===== config.mk =====
export PLATFORM = sky130hd
export DESIGN_NAME = misr32
export DESIGN_NICKNAME = d
export VERILOG_FILES = /design/src/rtl/port_sweep_checker_pkg.sv /design/src/rtl/port_sweep_checker_misr32.sv
export SDC_FILE = /design/constraint.sdc
export NUM_CORES = 1
export LEC_CHECK = 0
export BUFFER_PORTS_ARGS = -buffer_cell sky130_fd_sc_hd__buf_2
export CAP_MARGIN = 5
export CORE_AREA = 2 2 118 120
export DETAILED_ROUTE_END_ITERATION = 7
export DIE_AREA = 0 0 120 122
export MAX_ROUTING_LAYER = met4
export PLACE_DENSITY_LB_ADDON = 0.15
export SLEW_MARGIN = 40
export SYNTH_ARGS = -nofsm -noshare
export SYNTH_HDL_FRONTEND = slang
export SYNTH_SLANG_ARGS = --single-unit

===== constraint.sdc =====
create_clock -name clk -period 1.65 [get_ports clk]
set_input_delay 0.2475 -clock clk [delete_from_list [all_inputs] [get_ports clk]]
set_output_delay 0.2475 -clock clk [all_outputs]
set_load 0.02 [all_outputs]

===== src/rtl/port_sweep_checker_pkg.sv =====
// Shared types for the operand port-sweep checker.
// State encoding and the default MISR feedback polynomial.
package port_sweep_pkg;

   typedef enum logic [2:0] {
      IDLE,
      DRIVE,
      SETTLING,
      CAPTURE,
      DONE
   } state_t;

   localparam logic [31:0] DEF_POLY = 32'h04C11DB7;

endpackage


===== src/rtl/port_sweep_checker_misr32.sv =====
// 32-bit MISR over the flattened result bank.
// The bank is zero-padded to whole 32-bit slices and XOR-folded per capture.
module misr32
   import port_sweep_pkg::*;
#(
   parameter int          WIDTH = 4,
   parameter int          NOUT  = 59,
   parameter logic [31:0] POLY  = DEF_POLY
) (
   input  logic                  clk,
   input  logic                  rst_n,
   input  logic                  clr,
   input  logic                  en,
   input  logic [NOUT*WIDTH-1:0] resp,
   output logic [31:0]           sig,
   output logic [31:0]           sig_next
);

   localparam int RW  = NOUT * WIDTH;
   localparam int NSL = (RW + 31) / 32;

   logic [NSL*32-1:0] padded;
   logic [31:0]       fold;

   always_comb begin
      padded         = '0;
      padded[RW-1:0] = resp;
      fold           = '0;
      for (int i = 0; i < NSL; i++) begin
         fold = fold ^ padded[i*32 +: 32];
      end
   end

   assign sig_next = {sig[30:0], 1'b0}
                   ^ (sig[31] ? POLY : 32'h0)
                   ^ fold;

   always_ff @(posedge clk) begin
      if (!rst_n) begin
         sig <= '0;
      end else if (clr) begin
         sig <= '0;
      end else if (en) begin
         sig <= sig_next;
      end
   end

endmodule


# Word level (Yosys, flattened, before mapping)
# Index checks and enable logic that the tools add are counted.
dict set report word_totals {
  reg_bits 32
  inputBits 240
  out_inout_bits 64
  wordCells 13
}
dict set report op_classes {
  muxes 1
  n_bitwise 10
  reduce_logical 1
}
# operator count
set op_table {}
lappend op_table {{32-bit bitwise XOR} 7}
lappend op_table {{32-bit by 12-bit bitwise XOR with 32-bit output} 1}
lappend op_table {{32-bit by 27-bit bitwise XOR with 32-bit output} 1}
lappend op_table {{27-bit 2-to-1 mux} 1}
lappend op_table {{2-bit OR reduction} 1}
lappend op_table {{1-bit inverter} 1}

# Depth between registers and ports, before layout
# Gate-level depths: netlist of the first run.
dict set report logic_depth {
  depth_word 8
  ltp_mapped 6
  depth_no_buf 4
}

# Worst setup path before layout of the first run
# OpenSTA, ideal clock, no wires.
dict set report synth_path {
  kind {flip-flop to output port}
  startpoint {register sig[31]}
  endpoint {output sig_next[0]}
  t_arrival_ps 1511
  required_ps 1402
  path_slack_ps -109
  stages_incl_launch_ff 5
  n_path_buf 2
  cell_sequence {dfxtp_1 buf_6 buf_12 xnor3_2 xor2_1}
}
dict set report synth_via {
  elab_chain_cells 3
}
# item line
set synth_rtl {}
lappend synth_rtl {{start, declared} port_sweep_checker_misr32.sv:15} ;# output logic [31:0] sig,
lappend synth_rtl {{start signal, assigned} port_sweep_checker_misr32.sv:44} ;# sig <= sig_next;
lappend synth_rtl {{27-bit 2-to-1 mux} port_sweep_checker_misr32.sv:35} ;# ^ (sig[31] ? POLY : 32'h0)
lappend synth_rtl {{32-bit by 27-bit bitwise XOR with 32-bit output} port_sweep_checker_misr32.sv:35}
lappend synth_rtl {{32-bit bitwise XOR} port_sweep_checker_misr32.sv:36} ;# ^ fold;
lappend synth_rtl {{end, declared} port_sweep_checker_misr32.sv:16} ;# output logic [31:0] sig_next
# No other way between the ends.

# Worst setup path after layout of the first run
dict set report layout_path {
  startpoint {register sig[31]}
  endpoint {output sig_next[4]}
}
# Same word-level chain as after synthesis.

==> results.cfg, run 1 <==
[synthesis]
synth.area.mux_share = 0
yosysUniqueCellTypes = 21
synthCells = 362
synth_top_area_share = 0.370
synth_seq_cells = 32
synth-compound-area-share = 0.0927
yosysTopAreaCell = xnor2_1
postSynthAreaPerCell_sq_um = 10.2
synthAdderAreaFrac = 0
synth_top_family_by_area = XOR/XNOR gates
ys_seq_area_frac = 0.173
synth_area_leaders = xnor2_1 37%, dfxtp_1 17%, xnor3_1 15%, xor2_1 7.8%, o211a_1 4.1%
synth_xor_area_frac = 0.642
syn_area_sq_mm = 0.00370
yosys_warnings = 0
synth_fp_nets = 602
synth-simple-area-share = 0.0717

[routing]
ant_nets = 0
route.detailed.drc = 0
dr.pass1.iters = 4
drt_iter0_drc = 53
wirelength_um = 11200
wl_per_cell_um = 12.7
avgViaCountPerCell = 4.21
via_count = 3695

[timing]
tns_ps = -529
max_freq_mhz = 572
period_needed_ps = 1750
worstMarginPinSlew_ps = 342
rsz0062_at_grt = true
slew_headroom = 0.771
fin_ws_ps = -96.8
fin_crit_sh = 1.06
finalHoldViolCount = 0
drv_slew = 0
fin_skew_ps = 6.49
finalSetupViolCount = 10

[layout]
largest_reg_flops = 32
utilization = 0.452
top_register = sig
layout_common_cells = 281 x buf_2, 141 x xnor2_1, 54 x buf_4
final_common_cell = buf_2
reg_top3 = sig x32
diodes = 0
final_nets = 937
area_growth_pct = 65.1
drive_gt1_frac = 0.574

[power]
powerDensity_mw_per_mm2 = 925
ir_drop_mv = 0.490
finalPower_mw = 5.64
power_leakage_nw = 3.12

[clock_tree]
insertion_delay_ps = 270
path_clk_slew_ps = 50
cts-root-buf = clkbuf_16
cts.sinks = 32
cts_htree_levels = 2
clk_path_buf_depth = 2
cts_tree = done
ctsHoldBuffers = 0
cts_buffers = 5

[global_route]
track_usage = 0.148
grt_pass1_vias = 3684
grt_first_pass_wirelength_um = 16900
grt_max_degree = 26
antenna_found_initial = 0
overflow = 0

[placed_design]
gp_congestion = 0.720
dp_hpwl_um = 9290
place_worst_setup_slack_ps = -9.10
io_buffers = 303

[critical_path]
cp_max_fo = 8
path_class = reg2out
critPathRequiredTime_ps = 1400
end_kind = output pin
start_kind = register
worstPathArrival_ps = 1500

[floorplanning]
core-area_sq_mm = 0.0135
die_h_um = 122
fp-row-count = 43
start_util = 0.274
fp.dieW_um = 120
design.die.area_sq_mm = 0.0146
io_pins = 304

[status]
violations = negative setup slack
outcome = finished, violations left

[job]
cap_violations = 0

[min_path]
hold_class = in2reg
[final cells by class]
type                    instances  area (sq um)
repair buffers                341          1910
multi-input cells             316          3150
well taps                     180           225
clock inverters                 2          35.0
fillers                      1379          7400
flip-flops and latches         32           651
clock buffers                   6           129
inverters                       1          3.75
[critical path: stages, from the launching register on]
cell	delay [ps]
dfxtp_4	370
buf_12	160
xnor2_1	190
xnor2_1	150
xnor2_1	170
buf_4	180
[through the flow]
step	instances	instance area (sq um)	hold slack (ps)
2_1_floorplan	362	3720	533
3_3_place_gp	845	5520	519
3_5_place_dp	845	5520	536
4_1_cts	865	5910	477
5_1_grt	878	6100	514
6_report	878	6100	457
[where the power goes]
part	internal (mW)	switching (mW)
registers	0.840	0.0706
clock network	0.710	0.339
logic	1.99	1.69
total	3.54	2.10
[logic make-up after synthesis]
logic type	count (synthesis)
buffers and inverters	14
xor gates and xnor gates	223
AOI/OAI and AO/OA	40
and+or+nand+nor	53
DFF	32
[Yosys cell counts (all sizes together)]
library cell  number
xnor2            164
xor2              33
dfxtp             32
xnor3             26
nand3             18
o211a             15
or2               15
clkbuf            11
nand2              9
nor2               9
o211ai             9
o21ai              8
o21ba              8
buf                2
inv                1
nand3b             1
nor2b              1
[routing by layer]
metal | vias up | routed length, um | global-route usage | part of all wire
met5 | - | 0 | - | 0
met4 | 0 | 89 | 0.0265 | 0.0080
met3 | 6 | 918 | 0.0309 | 0.082
met2 | 170 | 6130 | 0.290 | 0.55
met1 | 1663 | 4040 | 0.152 | 0.36
li1 | 1856 | - | - | -
[path summary, 6_finish.rpt]
kind / startpoint / endpoint / cells after the start / slack [ps]
setup / recovery: sig[31] / sig_next[4] / 5 / -100
hold / removal: en / sig[12] / 4 / 460
setup reg to reg: sig[31] / sig[1] / 8 / 70
hold reg to reg: sig[12] / sig[12] / 2 / 540
[repair_timing]
| action | 4_1_cts | 5_1_grt |
|---|---|---|
| resized for setup | 27 | 27 |
| endpoints found under the setup margin | 18 | 26 |
| cloned | 1 | 0 |
| setup buffers | 11 | 13 |
| pin swaps | 19 | 16 |
No activity file was read; power rests on OpenSTA's default activity.
==> run 2: changes to the inputs <==
--- a/config.mk
+++ b/config.mk
@@ -11,7 +11,7 @@
 export DETAILED_ROUTE_END_ITERATION = 7
 export DIE_AREA = 0 0 120 122
 export MAX_ROUTING_LAYER = met4
-export PLACE_DENSITY_LB_ADDON = 0.15
+export PLACE_DENSITY = 0.72
 export SLEW_MARGIN = 40
 export SYNTH_ARGS = -nofsm -noshare
 export SYNTH_HDL_FRONTEND = slang
==> run 2 against run 1 <==
Net effect: critical path type unchanged; global-route usage is 0.21 points higher; clock power down 8%; register-to-register slack better by 60 ps; highest routed layer unchanged; largest cell class unchanged; total power shrank 5.2%; die area unchanged; via count shrank 0.38%; sequential power is 1% lower; the flow still finishes with violations (negative setup slack); combinational power is 5.7% lower; sequential share of layout area rose by 0.12 points.
==> results.cfg, run 2 (same netlist as run 1, synthesis figures left out) <==
[timing]
max_freq_mhz = 567
period_needed_ps = 1760
tns_ps = -630
finalHoldViolCount = 0
fin_crit_sh = 1.07
hold_ws_ps = 362
slew_headroom = 0.731
rsz0062_at_grt = true
drv_slew = 0
finalSetupViolCount = 13
fin_skew_ps = 2.25
fin_ws_ps = -114
worstMarginPinSlew_ps = 400

[clock_tree]
clk_path_buf_depth = 2
insertion_delay_ps = 280
cts_tree = done
cts-root-buf = clkbuf_16
path_clk_slew_ps = 50
ctsHoldBuffers = 0
cts.sinks = 32
cts_htree_levels = 2
cts_buffers = 5

[routing]
wl_per_cell_um = 13.1
avgViaCountPerCell = 4.24
wirelength_um = 11400
wl_met1_um = 4090
dr.pass1.iters = 4
drt_iter0_drc = 78
via_count = 3681
route.detailed.drc = 0
ant_nets = 0
dr.max_layer_used = met4
wl_met3_um = 1070
wl_met2_um = 6080

[critical_path]
reg2reg_slack_ps = 130
path_class = reg2out
worstPathCellList = buf_12, buf_6, xnor2_2, xnor2_1, xnor2_1, buf_4
r2r_start = sig[31]
worstPathArrival_ps = 1520
ff2ff_path_depth = 8
crit_buf_inv = 3
critPathRequiredTime_ps = 1400
start_kind = register
crit_family = XOR/XNOR gates
cp_max_fo = 12
cpPeakStageDelay_ps = 320
r2r_end = sig[11]
cp_slowest_cell = dfxtp_2
end_kind = output pin
cpMostUsedCell = xnor2_1

[min_path]
min_to = sig[16]
hold_class = in2reg
hold-path-cell-count = 3
min_from = en

[layout]
top_register = sig
final_nets = 927
utilization = 0.448
final_cell_area_sq_mm = 0.00605
final_common_cell = buf_2
area_growth_pct = 63.5
largest_reg_flops = 32
reg_top3 = sig x32
drive_gt1_frac = 0.569
layout_common_cells = 277 x buf_2, 139 x xnor2_1, 46 x buf_4

[global_route]
overflow = 0
grt_pass1_vias = 3539
grt_first_pass_wirelength_um = 16600
track_usage = 0.150
antenna_found_initial = 1
grt_max_degree = 42

[status]
outcome = finished, violations left
violations = negative setup slack

[placed_design]
dp_hpwl_um = 9320
gp_congestion = 0.771
io_buffers = 303
place_area_sq_mm = 0.00553

[floorplanning]
core-area_sq_mm = 0.0135
fp.dieW_um = 120
fp-row-count = 43
start_util = 0.274
design.die.area_sq_mm = 0.0146
die_h_um = 122
io_pins = 304

[power]
powerDensity_mw_per_mm2 = 885
power_leakage_nw = 3.10
ir_drop_mv = 0.348

[job]
cap_violations = 0
## run 2: cell types whose count changed in the layout (fill, tap and decap cells not counted), moves of 3 or more
cell | previous run | this run
buf_4 | 54 | 46
xnor2_2 | 21 | 25
buf_2 | 281 | 277
buf_12 | 2 | 5
## run 2: stage by stage
stage | instances | power [mW] | setup slack, ps
after floorplan | 362 | 2.91 | 3.71
after global routing | 868 | 5.64 | -156
after detailed placement | 843 | 3.97 | -43.5
after global placement | 843 | 3.94 | -6.68
final | 868 | 5.35 | -114
after CTS | 859 | 5.18 | -158
## run 2: report_power, final
part           switching (mW)  total [mW]  internal (mW)  leakage [nW]
clock network           0.338       0.971          0.633        0.0760
logic                    1.67        3.48           1.81          2.76
registers              0.0631       0.902          0.839         0.264
total                    2.07        5.35           3.28          3.10
## run 2: layout make-up
type / instances / area, sq um
well taps: 180 / 225
flip-flops and latches: 32 / 652
multi-input cells: 316 / 3140
inverters: 1 / 3.75
repair buffers: 331 / 1870
clock buffers: 7 / 153
fillers: 1347 / 7460
diodes: 1 / 2.50
## run 2: worst min-delay path, cell delays in order
cell and delay (ps):
buf_2 170, nand3_1 90, o211ai_1 80
## run 2: repair_timing
action / 4_1_cts / 5_1_grt
endpoints found under the setup margin: 18 / 27
pin swaps: 15 / 18
setup buffers: 9 / 8
gates resized for setup: 26 / 30
## run 2: layer usage
metal	track usage	vias up
met1	0.143	1640
li1	-	1834
met3	0.0449	13
met5	-	-
met4	0.0397	0
met2	0.291	194
## run 2: how the worst max path moves through the flow
stage	depth (start not counted)	startpoint	to
after detailed placement	5	resp[69]	sig_next[5]
final	6	sig[31]	sig_next[11]
after global routing	6	sig[31]	sig_next[11]
after global placement	5	resp[69]	sig_next[5]
after floorplan	4	sig[31]	sig_next[0]
after CTS	5	sig[31]	sig_next[5]
==> run 3: changes to the inputs <==
--- a/config.mk
+++ b/config.mk
@@ -7,11 +7,12 @@
 export LEC_CHECK = 0
 export BUFFER_PORTS_ARGS = -buffer_cell sky130_fd_sc_hd__buf_2
 export CAP_MARGIN = 5
-export CORE_AREA = 2 2 118 120
+export CORE_AREA = 2 2 117 119
+export CTS_BUF_LIST = sky130_fd_sc_hd__clkbuf_2
 export DETAILED_ROUTE_END_ITERATION = 7
-export DIE_AREA = 0 0 120 122
+export DIE_AREA = 0 0 119 121
 export MAX_ROUTING_LAYER = met4
-export PLACE_DENSITY = 0.72
+export PLACE_DENSITY = 0.73
 export SLEW_MARGIN = 40
 export SYNTH_ARGS = -nofsm -noshare
 export SYNTH_HDL_FRONTEND = slang
==> run 3 against run 2 <==
Net effect: the flow still finishes with violations (negative setup slack); sequential share of layout area about the same; routed wire length increased by 1.1%; clock skew increased by 13 ps; critical path type unchanged; largest cell class unchanged.
==> results.cfg, run 3 (same netlist as run 1, synthesis figures left out) <==
[critical_path]
crit_path_start = sig[31]
r2r_start = sig[24]
cp_max_fo = 14
start_kind = register
path_class = reg2out
end_kind = output pin
worstPathArrival_ps = 1660
critPathRequiredTime_ps = 1400

[status]
outcome = finished, violations left
violations = negative setup slack

[global_route]
overflow = 0
grt_first_pass_wirelength_um = 16900
track_usage = 0.153
grt_pass1_vias = 3733
antenna_found_initial = 1
grt_max_degree = 23

[floorplanning]
start_util = 0.283
die_h_um = 121
fp.dieW_um = 119
fp-row-count = 42
io_pins = 304
core-area_sq_mm = 0.0131
design.die.area_sq_mm = 0.0144

[clock_tree]
cts_htree_levels = 2
clk_path_buf_depth = 2
insertion_delay_ps = 380
cts_buffers = 5
cts.sinks = 32
path_clk_slew_ps = 190
cts_tree = done
cts-root-buf = clkbuf_2

[layout]
final_common_cell = buf_2
drive_gt1_frac = 0.620
final_nets = 955
area_growth_pct = 69.2
stdcell_count = 893
largest_reg_flops = 32
top_register = sig
n_fill_cell = 1250
layout_common_cells = 271 x buf_2, 128 x xnor2_1, 84 x buf_4
reg_top3 = sig x32

[placed_design]
gp_congestion = 0.782
dp_cells = 843
dp_hpwl_um = 9230
io_buffers = 303

[timing]
slew_headroom = 0.775
finalSetupViolCount = 25
max_freq_mhz = 524
fin_crit_sh = 1.16
drv_slew = 0
finalHoldViolCount = 0
fin_skew_ps = 15.4
rsz0062_at_grt = true
fin_ws_ps = -260
worstMarginPinSlew_ps = 337
period_needed_ps = 1910

[routing]
dr.pass1.iters = 4
wirelength_um = 11500
route.detailed.drc = 0
ant_nets = 0
drt_iter0_drc = 88
avgViaCountPerCell = 4.22
wl_per_cell_um = 12.9
via_count = 3771

[power]
powerDensity_mw_per_mm2 = 849
finalPower_mw = 5.31
power_leakage_nw = 3.26
ir_drop_mv = 0.445

[min_path]
min_from = en
hold_class = in2reg

[job]
cap_violations = 0
[run 3: final timing paths]
path | end | cells after the start | slack [ps]
max | sig_next[8] | 5 | -260
min | sig[6] | 4 | 330
max reg2reg | sig[25] | 7 | 200
min reg2reg | sig[6] | 2 | 550
[run 3: timing repair]
action / CTS / global route
hold buffers: 0 / 0
setup buffers: 33 / 9
pin swaps: 37 / 28
resized for setup: 74 / 14
gates cloned: 0 / 0
endpoints found under the setup margin: 32 / 32
[run 3: area by class of cell]
class	count	area [sq um]	share of cell area
clock inverters	2	35.0	0.00560
well taps	176	220	0.0352
diodes	1	2.50	0.000400
inverters	1	3.75	0.000600
clock buffers	6	30.0	0.00480
multi-input cells	316	3240	0.518
repair buffers	359	2050	0.328
flip-flops and latches	32	672	0.107
[run 3: power breakdown]
| group | internal [mW] | switching (mW) | leakage [nW] | total (mW) |
|---|---|---|---|---|
| sequential | 0.844 | 0.0661 | 0.271 | 0.910 |
| clock | 0.261 | 0.303 | 0.0430 | 0.564 |
| combinational | 2.10 | 1.74 | 2.95 | 3.83 |
[run 3: worst max-delay path, cell delays in order, from the launching register on]
cell	delay [ps]
dfxtp_2	380
buf_12	150
xnor2_2	150
xnor2_1	140
xnor2_1	250
buf_4	190
[run 3: layer usage]
layer	share of wire	global-route usage	wire (um)	vias up
met5	0	-	0	-
met3	0.078	0.0357	901	11
li1	-	-	-	1892
met4	0.013	0.0432	152	0
met1	0.37	0.148	4230	1675
met2	0.54	0.302	6220	193
[run 3: metrics by stage]
stage | setup WS [ps] | TNS [ps] | area, sq um | hold WS (ps) | utilization
detailed placement | -100 | -100 | 5530 | 532 | 0.422
CTS | -328 | -4940 | 6090 | 292 | 0.465
global placement | -47.5 | -47.5 | 5530 | 523 | 0.422
global route | -419 | -7510 | 6250 | 308 | 0.478
finish | -260 | -3350 | 6250 | 327 | 0.478
floorplan | 3.71 | 0 | 3720 | 533 | -
